$ cat src/rtl/sdram_arbiter_if.sv
// Bus bundle between the SDRAM arbiter, its two masters and the SDRAM controller.
// The slave modport is the arbiter's view; the master modport is the surrounding system.
interface sdram_arbiter_if #(
  parameter int ADDR_W = 22,
  parameter int DATA_W = 32
);
  logic              i_Disp_Req;
  logic [1:0]        i_Disp_Command;
  logic [ADDR_W-1:0] i_Disp_Address;
  logic              o_Disp_Grant;
  logic              o_Disp_Read_Valid;

  logic              o_Proc_SDRAM_Requested;
  logic              i_Proc_SDRAM_Yield;
  logic [1:0]        i_Proc_Command;
  logic [ADDR_W-1:0] i_Proc_Address;
  logic [DATA_W-1:0] i_Proc_Data_Write;
  logic              o_Proc_Read_Valid;
  logic              o_Proc_Write_Done;

  logic [1:0]        o_Command;
  logic [ADDR_W-1:0] o_Data_Address;
  logic [DATA_W-1:0] o_Data_Write;
  logic              i_Data_Read_Valid;
  logic              i_Data_Write_Done;
  logic [DATA_W-1:0] i_Data_Read;
  logic [DATA_W-1:0] o_Data_Read;

  logic              o_Yield_Timeout;
  logic              o_Route_Error;

  modport slave (
    input  i_Disp_Req, i_Disp_Command, i_Disp_Address,
    output o_Disp_Grant, o_Disp_Read_Valid,
    output o_Proc_SDRAM_Requested,
    input  i_Proc_SDRAM_Yield, i_Proc_Command, i_Proc_Address, i_Proc_Data_Write,
    output o_Proc_Read_Valid, o_Proc_Write_Done,
    output o_Command, o_Data_Address, o_Data_Write,
    input  i_Data_Read_Valid, i_Data_Write_Done, i_Data_Read,
    output o_Data_Read, o_Yield_Timeout, o_Route_Error
  );

  modport master (
    output i_Disp_Req, i_Disp_Command, i_Disp_Address,
    input  o_Disp_Grant, o_Disp_Read_Valid,
    input  o_Proc_SDRAM_Requested,
    output i_Proc_SDRAM_Yield, i_Proc_Command, i_Proc_Address, i_Proc_Data_Write,
    input  o_Proc_Read_Valid, o_Proc_Write_Done,
    input  o_Command, o_Data_Address, o_Data_Write,
    output i_Data_Read_Valid, i_Data_Write_Done, i_Data_Read,
    input  o_Data_Read, o_Yield_Timeout, o_Route_Error
  );
endinterface

$ cat src/rtl/sdram_arbiter.sv
// Shares the SDRAM controller command port between the display fetch (priority, read-only)
// and the background processor, handing over only once the processor has yielded.
module sdram_arbiter #(
  parameter int ADDR_W        = 22,
  parameter int DATA_W        = 32,
  parameter int YIELD_TIMEOUT = 1023
) (
  input  logic           i_Clk,
  input  logic           i_Reset,
  sdram_arbiter_if.slave bus
);

  localparam int CNT_W = $clog2(YIELD_TIMEOUT + 1);

  localparam logic [1:0] CMD_IDLE  = 2'd0;
  localparam logic [1:0] CMD_READ  = 2'd1;
  localparam logic [1:0] CMD_WRITE = 2'd2;

  localparam logic [1:0] ST_PROC = 2'd0;
  localparam logic [1:0] ST_REQ  = 2'd1;
  localparam logic [1:0] ST_DISP = 2'd2;
  localparam logic [1:0] ST_RET  = 2'd3;

  localparam logic [CNT_W-1:0] TMO_MAX  = CNT_W'(YIELD_TIMEOUT);
  localparam logic [CNT_W-1:0] TMO_LAST = CNT_W'(YIELD_TIMEOUT - 1);

  logic [1:0]        state;
  logic [1:0]        state_next;
  logic [CNT_W-1:0]  tmo_cnt;
  logic              yield_tmo;
  logic              route_err;
  logic              route_err_set;

  logic [1:0]        cmd;
  logic [ADDR_W-1:0] addr;
  logic [DATA_W-1:0] wdata;
  logic              disp_rv;
  logic              proc_rv;
  logic              proc_wd;

  function automatic logic [CNT_W-1:0] sat_inc(input logic [CNT_W-1:0] v);
    return (v == TMO_MAX) ? v : v + 1'b1;
  endfunction

  always_comb begin
    state_next = state;
    case (state)
      ST_PROC: if (bus.i_Disp_Req) state_next = ST_REQ;
      // A yield wins over the display withdrawing in the same cycle.
      ST_REQ: begin
        if (bus.i_Proc_SDRAM_Yield)  state_next = ST_DISP;
        else if (!bus.i_Disp_Req)    state_next = ST_PROC;
      end
      ST_DISP: if (!bus.i_Disp_Req && bus.i_Disp_Command == CMD_IDLE) state_next = ST_RET;
      ST_RET:  state_next = ST_PROC;
      default: state_next = ST_PROC;
    endcase
  end

  always_ff @(posedge i_Clk or posedge i_Reset) begin
    if (i_Reset) begin
      state     <= ST_PROC;
      tmo_cnt   <= '0;
      yield_tmo <= 1'b0;
      route_err <= 1'b0;
    end else begin
      state <= state_next;
      if (state != ST_REQ) tmo_cnt <= '0;
      else                 tmo_cnt <= sat_inc(tmo_cnt);
      // The flag only reports a stuck processor; ownership still waits for the yield.
      if (state == ST_REQ && tmo_cnt == TMO_LAST) yield_tmo <= 1'b1;
      if (route_err_set) route_err <= 1'b1;
    end
  end

  always_comb begin
    cmd           = bus.i_Proc_Command;
    addr          = bus.i_Proc_Address;
    wdata         = bus.i_Proc_Data_Write;
    disp_rv       = 1'b0;
    proc_rv       = 1'b0;
    proc_wd       = 1'b0;
    route_err_set = 1'b0;
    case (state)
      ST_PROC, ST_REQ: begin
        proc_rv = bus.i_Data_Read_Valid;
        proc_wd = bus.i_Data_Write_Done;
      end
      ST_DISP: begin
        addr    = bus.i_Disp_Address;
        wdata   = '0;
        disp_rv = bus.i_Data_Read_Valid;
        // The display path is read-only: a write is squashed rather than forwarded.
        if (bus.i_Disp_Command == CMD_WRITE) begin
          cmd           = CMD_IDLE;
          route_err_set = 1'b1;
        end else begin
          cmd = bus.i_Disp_Command;
        end
        if (bus.i_Data_Write_Done) route_err_set = 1'b1;
      end
      default: begin
        cmd           = CMD_IDLE;
        route_err_set = bus.i_Data_Read_Valid | bus.i_Data_Write_Done;
      end
    endcase
  end

  assign bus.o_Command              = cmd;
  assign bus.o_Data_Address         = addr;
  assign bus.o_Data_Write           = wdata;
  assign bus.o_Data_Read            = bus.i_Data_Read;
  assign bus.o_Disp_Grant           = (state == ST_DISP);
  assign bus.o_Proc_SDRAM_Requested = (state != ST_PROC);
  assign bus.o_Disp_Read_Valid      = disp_rv;
  assign bus.o_Proc_Read_Valid      = proc_rv;
  assign bus.o_Proc_Write_Done      = proc_wd;
  assign bus.o_Yield_Timeout        = yield_tmo;
  assign bus.o_Route_Error          = route_err;

  // CMD_READ is only passed through, never generated here.
  logic unused_read_cmd;
  assign unused_read_cmd = ^CMD_READ;

endmodule

$ cat src/flat_wrapper.sv
// flat-port wrapper written by rule: the top's interface ports become plain ports
module sdram_arbiter_flat 
#(
  parameter int ADDR_W        = 22,
  parameter int DATA_W        = 32,
  parameter int YIELD_TIMEOUT = 1023
)
  (i_Clk, i_Reset, bus_i_Disp_Req, bus_i_Disp_Command, bus_i_Disp_Address, bus_o_Disp_Grant, bus_o_Disp_Read_Valid, bus_o_Proc_SDRAM_Requested, bus_i_Proc_SDRAM_Yield, bus_i_Proc_Command, bus_i_Proc_Address, bus_i_Proc_Data_Write, bus_o_Proc_Read_Valid, bus_o_Proc_Write_Done, bus_o_Command, bus_o_Data_Address, bus_o_Data_Write, bus_i_Data_Read_Valid, bus_i_Data_Write_Done, bus_i_Data_Read, bus_o_Data_Read, bus_o_Yield_Timeout, bus_o_Route_Error);
  sdram_arbiter_if #(.ADDR_W(ADDR_W), .DATA_W(DATA_W)) bus_i ();
  input  logic i_Clk;
  input  logic i_Reset;
  input wire logic [$bits(bus_i.i_Disp_Req)-1:0] bus_i_Disp_Req;
  input wire logic [$bits(bus_i.i_Disp_Command)-1:0] bus_i_Disp_Command;
  input wire logic [$bits(bus_i.i_Disp_Address)-1:0] bus_i_Disp_Address;
  output wire logic [$bits(bus_i.o_Disp_Grant)-1:0] bus_o_Disp_Grant;
  output wire logic [$bits(bus_i.o_Disp_Read_Valid)-1:0] bus_o_Disp_Read_Valid;
  output wire logic [$bits(bus_i.o_Proc_SDRAM_Requested)-1:0] bus_o_Proc_SDRAM_Requested;
  input wire logic [$bits(bus_i.i_Proc_SDRAM_Yield)-1:0] bus_i_Proc_SDRAM_Yield;
  input wire logic [$bits(bus_i.i_Proc_Command)-1:0] bus_i_Proc_Command;
  input wire logic [$bits(bus_i.i_Proc_Address)-1:0] bus_i_Proc_Address;
  input wire logic [$bits(bus_i.i_Proc_Data_Write)-1:0] bus_i_Proc_Data_Write;
  output wire logic [$bits(bus_i.o_Proc_Read_Valid)-1:0] bus_o_Proc_Read_Valid;
  output wire logic [$bits(bus_i.o_Proc_Write_Done)-1:0] bus_o_Proc_Write_Done;
  output wire logic [$bits(bus_i.o_Command)-1:0] bus_o_Command;
  output wire logic [$bits(bus_i.o_Data_Address)-1:0] bus_o_Data_Address;
  output wire logic [$bits(bus_i.o_Data_Write)-1:0] bus_o_Data_Write;
  input wire logic [$bits(bus_i.i_Data_Read_Valid)-1:0] bus_i_Data_Read_Valid;
  input wire logic [$bits(bus_i.i_Data_Write_Done)-1:0] bus_i_Data_Write_Done;
  input wire logic [$bits(bus_i.i_Data_Read)-1:0] bus_i_Data_Read;
  output wire logic [$bits(bus_i.o_Data_Read)-1:0] bus_o_Data_Read;
  output wire logic [$bits(bus_i.o_Yield_Timeout)-1:0] bus_o_Yield_Timeout;
  output wire logic [$bits(bus_i.o_Route_Error)-1:0] bus_o_Route_Error;
  assign bus_i.i_Disp_Req = bus_i_Disp_Req;
  assign bus_i.i_Disp_Command = bus_i_Disp_Command;
  assign bus_i.i_Disp_Address = bus_i_Disp_Address;
  assign bus_o_Disp_Grant = bus_i.o_Disp_Grant;
  assign bus_o_Disp_Read_Valid = bus_i.o_Disp_Read_Valid;
  assign bus_o_Proc_SDRAM_Requested = bus_i.o_Proc_SDRAM_Requested;
  assign bus_i.i_Proc_SDRAM_Yield = bus_i_Proc_SDRAM_Yield;
  assign bus_i.i_Proc_Command = bus_i_Proc_Command;
  assign bus_i.i_Proc_Address = bus_i_Proc_Address;
  assign bus_i.i_Proc_Data_Write = bus_i_Proc_Data_Write;
  assign bus_o_Proc_Read_Valid = bus_i.o_Proc_Read_Valid;
  assign bus_o_Proc_Write_Done = bus_i.o_Proc_Write_Done;
  assign bus_o_Command = bus_i.o_Command;
  assign bus_o_Data_Address = bus_i.o_Data_Address;
  assign bus_o_Data_Write = bus_i.o_Data_Write;
  assign bus_i.i_Data_Read_Valid = bus_i_Data_Read_Valid;
  assign bus_i.i_Data_Write_Done = bus_i_Data_Write_Done;
  assign bus_i.i_Data_Read = bus_i_Data_Read;
  assign bus_o_Data_Read = bus_i.o_Data_Read;
  assign bus_o_Yield_Timeout = bus_i.o_Yield_Timeout;
  assign bus_o_Route_Error = bus_i.o_Route_Error;
  sdram_arbiter #(.ADDR_W(ADDR_W), .DATA_W(DATA_W), .YIELD_TIMEOUT(YIELD_TIMEOUT)) u_core (.i_Clk(i_Clk), .i_Reset(i_Reset), .bus(bus_i));
endmodule
$ cat config.mk
export PLATFORM = sky130hd
export DESIGN_NAME = sdram_arbiter_flat
export DESIGN_NICKNAME = d
export VERILOG_FILES = /design/src/rtl/sdram_arbiter_if.sv /design/src/rtl/sdram_arbiter.sv /design/src/flat_wrapper.sv
export SDC_FILE = /design/constraint.sdc
export NUM_CORES = 1
export LEC_CHECK = 0
export BUFFER_PORTS_ARGS = -buffer_cell sky130_fd_sc_hd__clkbuf_2
export CAP_MARGIN = 20
export CELL_PAD_IN_SITES_DETAIL_PLACEMENT = 1
export CELL_PAD_IN_SITES_GLOBAL_PLACEMENT = 2
export CORE_MARGIN = 2
export CORE_UTILIZATION = 14
export CTS_BUF_LIST = sky130_fd_sc_hd__clkbuf_4 sky130_fd_sc_hd__clkbuf_8
export DETAILED_ROUTE_END_ITERATION = 8
export PLACE_DENSITY_LB_ADDON = 0.05
export SYNTH_ARGS = -nofsm -noshare
export SYNTH_HDL_FRONTEND = slang
export SYNTH_SLANG_ARGS = --single-unit
$ cat constraint.sdc
create_clock -name i_Clk -period 4.8 [get_ports i_Clk]
set_input_delay 1.44 -clock i_Clk [delete_from_list [all_inputs] [get_ports i_Clk]]
set_output_delay 1.44 -clock i_Clk [all_outputs]
set_load 0.05 [all_outputs]
### After elaboration in Yosys (flattened, before gate mapping)

Cells that the tools add are included.

* register bits: 14
* input bits: 118
* logic and storage cells: 42

* add/sub/neg operators: 1
* equal/unequal tests: 11
* multiplexer cells: 17
* bitwise gates (word level): 1
* reductions and logical operators: 8

Operators by type and width (number)
* $mux W32: 1
* $mux W22: 1
* $eq A10 B10 Y1 const B: 2
* $mux W10: 2
* $add A10 B1 Y10 const B: 1
* $mux W2: 5
* $pmux W2 S4: 1
* $eq A2 B2 Y1 const B: 3
* $ne A2 B1 Y1 const B: 3
* $mux W1: 5
* $logic_not A2 Y1: 2
* $pmux W2 S2: 1
* $ne A3 B3 Y1 const B: 1
* $reduce_and A3 Y1: 1
* $eq A2 B1 Y1 const B: 1
* $logic_and A1 B1 Y1: 2
* $ne A2 B2 Y1 const B: 1
* $pmux W1 S2: 1
* $reduce_bool A2 Y1: 1
* $reduce_or A2 Y1: 1
* $logic_not A1 Y1: 1
* $or A1 B1 Y1: 1

### Longest topological paths before layout

* depth after elaboration: 4
* depth in mapped cells: 6
* gate-level depth less buffers: 5

### Least setup slack after synthesis

No wires, ideal clock.

* kind: input port to output port
* start: in bus_i_Proc_Command[0]
* end: out bus_o_Command[0]
* data arrival time: 2545 ps
* data required time: 3360 ps
* path slack: 815 ps
* cell stages on the path: 2
* buffers on the path: 0
* cell sequence: inv_1 > o21ai_0

* longest elaborated chain between the ends: 1

Ends and longest elaborated chain
* start, declared: line flat_wrapper.sv:19 `input wire logic [$bits(bus_i.i_Proc_Command)-1:0] bus_i_Proc_Command;`
* $pmux W2 S2: line sdram_arbiter.sv:84 `case (state)`
* end, declared: line flat_wrapper.sv:24 `output wire logic [$bits(bus_i.o_Command)-1:0] bus_o_Command;`

No other way between the ends.

### Worst setup path in the final report

* start: in bus_i_Disp_Command[1]
* end: out bus_o_Command[1]

* longest elaborated chain between the ends: 3

Ends and longest elaborated chain
* start, declared: line flat_wrapper.sv:13 `input wire logic [$bits(bus_i.i_Disp_Command)-1:0] bus_i_Disp_Command;`
* $eq A2 B2 Y1: line sdram_arbiter.sv:94 `if (bus.i_Disp_Command == CMD_WRITE) begin`
* $mux W2 (*): line sdram_arbiter.sv:94
* $pmux W2 S2 (*): line sdram_arbiter.sv:84

Mark *: on every way between the ends. The rest lies on a longest branch, timed or not.

==> impl_metrics.tcl <==
set metrics [dict create \
    status "complete, no violations" \
    drc 0 \
    layout-drive-gt1-share 0.472 \
    synth_compound_area_frac 0.0913 \
    critical_path_class "input pin to output pin" \
    ys_seq_area_frac 0.232 \
    drv_slew 0 \
    clock_latency_ns 0.25 \
    dp_hpwl_mm 5.81 \
    antenna_found_initial 0 \
    vias_per_cell 3.86 \
    power_switching_share 0.675 \
    overflow 0 \
    cts-resized-gates 0 \
    start_util 0.145 \
    timing.critical_path.mode_cell "clkbuf_2" \
    yosys.area_share.simple 0.446 \
    setup_tns_ns 0 \
    worst_slew_margin_rel 0.612 \
    power_density_nw_per_um2 602 \
    maxCapViolCount 0 \
    cp.required_ns 3.36 \
    synth_cell_types 36 \
    layout_common_cells "clkbuf_2, nand2_1, and2_1" \
    p_int_w 0.000432 \
    synth_area_per_cell_um2 6.70 \
    cts_setup_buffers 0 \
    layout_min_cycle_time_ns 3.49 \
    synth_seq_cells 14 \
    finalCritPeriodShare 0.726 \
    cp_max_fo 3 \
    total_power_w 0.00133 \
    cts_made_buffers 3 \
    cts_tree "built" \
    grt_pass1_vias 1837 \
    end_kind "output pin" \
    combPwrFrac 0.784 \
    htreeDepth 1 \
    timing_hold_violations_final 0 \
    globalRouteTotalUtil 0.110 \
    routed_wl_mm 6.89 \
    ant_nets 0 \
    power_frac_clock 0.090 \
    power_leakage_nw 1.28 \
    core_area_um2 10400 \
    grt_pass1_wl_mm 10.0 \
    synth-xor-area-share 0.00581 \
    syn_area_um2 1510 \
    critPathMaxStageDelay_ns 0.30 \
    drt_iter0_markers 58 \
    cts_sinks 14 \
    rsz0062_at_grt "no" \
    start_kind "input pin" \
    fp.dieW_um 108 \
    num_antenna_cells 0 \
    portBuffers 148 \
    hold_buffers 0 \
    syn_inst 225 \
    fp.dieH_um 108 \
    wl_per_cell_um 14.6 \
    place.gp.congestion 0.658 \
    dieArea_um2 11600 \
    final.fill_count 1351 \
    grt_start_max_net_pins 56 \
    fin_nets 458 \
    synth_fp_nets 345 \
    clockRootBuffer "clkbuf_8" \
    tightest_slew_ns 0.581 \
    synth_top_family_by_area "simple AND/OR/NAND/NOR gates" \
    dr.pass1.iters 4 \
    synth_fa_ha_area_frac 0.0166 \
    seqPwrFrac 0.126 \
    skew_ns 0.00253 \
    p_switching_w 0.000897 \
    crit_chain "clkbuf_2, nand4b_1, o21ai_0, clkbuf_2" \
    num_rows 37 \
    ys_warn_count 0 \
    mostFrequentLayoutCell "clkbuf_2" \
    peakVddDrop_v 0.000154 \
    design.portCount 213 \
    crit_slowest_cell "clkbuf_2" \
    clock_path_buffers 2 \
    syn2layout_area_growth_pct 46.6 \
    hp-class "flip-flop to flip-flop" \
    cp.arrival_ns 2.05 \
    setup_viol_count_final 0 \
    clkSlewWorstSetupHoldPaths_ns 0.06 \
    synth_mux_area_frac 0.00664 \
    routed-via-count 1827 \
    fmax_mhz 287 \
]
logic make-up (layout without fill, tap and decap cells):
kind of cell | count (synthesis) | count (layout)
muxes | 1 | 1
xor gates and xnor gates | 1 | 1
DFF | 14 | 14
AOI/OAI and AO/OA | 22 | 22
and+or+nand+nor | 137 | 137
buffers and inverters | 48 | 160
adders and majority gates | 2 | 2
metrics by stage:
step	setup WS, ns	area, µm²	utilization	hold slack (ns)	std cells
detailed placement	1.30	2160	0.208	0.448	469
CTS	1.25	2210	0.213	0.465	473
global placement	1.30	2160	0.208	0.440	469
finish	1.31	2210	0.213	0.460	473
floorplan	0.815	1510	-	0.467	225
global route	1.12	2210	0.213	0.478	473
cell type report:
class / instances / area [µm²] / share of cell area
clock buffer: 4 / 55.1 / 0.0249
inverter: 6 / 22.5 / 0.0102
multi-input combinational: 163 / 857 / 0.388
sequential: 14 / 350 / 0.158
tap: 136 / 170 / 0.0770
timing repair buffer: 150 / 756 / 0.342
registers in the layout, indices dropped and copies added (netlist names), named ones only:
name,count
u_core.tmo_cnt,10
u_core.bus.o_Route_Error,1
u_core.state,1
u_core.bus.o_Yield_Timeout,1
per-layer routing:
metal / up-vias / global-route usage / wire length [µm]
li1: 909 / - / -
met5: - / 0 / 0
met3: 18 / 0.0248 / 513
met1: 823 / 0.127 / 2780
met4: 0 / 0.0247 / 82
met2: 77 / 0.204 / 3510
worst paths after layout:
| check | slack (ns) | to | cells after the start | startpoint |
|---|---|---|---|---|
| setup / recovery | 1.31 | bus_o_Command[1] | 4 | bus_i_Disp_Command[1] |
| hold / removal | 0.46 | u_core.bus.o_Route_Error | 1 | u_core.bus.o_Route_Error |
| setup reg to reg | 3.07 | u_core.tmo_cnt[7] | 5 | u_core.tmo_cnt[0] |
| hold reg to reg | 0.46 | u_core.bus.o_Route_Error | 1 | u_core.bus.o_Route_Error |
| max in group asynchronous | 3.20 | u_core.tmo_cnt[3] | 2 | i_Reset |
| min in group asynchronous | 1.23 | async pin | 2 | i_Reset |
cells in the mapped netlist:
library cell	count	area (µm²)
a211oi_1	1	7.51
a21o_1	1	7.51
a21oi_1	4	20.0
a31oi_1	1	6.26
a41o_1	1	10.0
and2_1	33	206
and3_1	2	12.5
buf_1	2	7.51
buf_2	2	10.0
buf_4	32	240
clkbuf_1	6	22.5
dfrtp_1	14	350
ha_1	2	25.0
inv_1	6	22.5
mux2i_1	1	10.0
nand2_1	72	270
nand2b_1	3	18.8
nand3_1	4	20.0
nand3b_1	1	7.51
nand3b_2	1	11.3
nand4_1	1	6.26
nand4_2	1	12.5
nand4b_1	1	8.76
nor2_1	6	22.5
nor2b_1	3	18.8
nor3_1	3	15.0
nor3_2	1	10.0
o2111ai_1	1	8.76
o21ai_0	9	45.0
o21bai_1	1	7.51
o311a_1	1	10.0
o31ai_1	2	15.0
or2_2	1	6.26
or3_1	3	18.8
or4_1	1	7.51
xor2_1	1	8.76
critical path: cells and delay by family:
kind	cells	cell delay [ns]
buffers and inverters	2	0.41
AO/OA/AOI/OAI	1	0.10
AND/OR/NAND/NOR	1	0.09
power by group through the flow:
| stage | logic [W] | registers (W) | clock network (W) |
|---|---|---|---|
| after CTS | 0.00107 | 0.000170 | 0.000125 |
| after global routing | 0.00112 | 0.000176 | 0.000130 |
| after floorplan | 0.000885 | 0.000144 | 0 |
| final | 0.00104 | 0.000168 | 0.000120 |
| after detailed placement | 0.00106 | 0.000172 | 0 |
| after global placement | 0.00107 | 0.000173 | 0 |
Note: power is estimated with default switching activity, not from simulation.
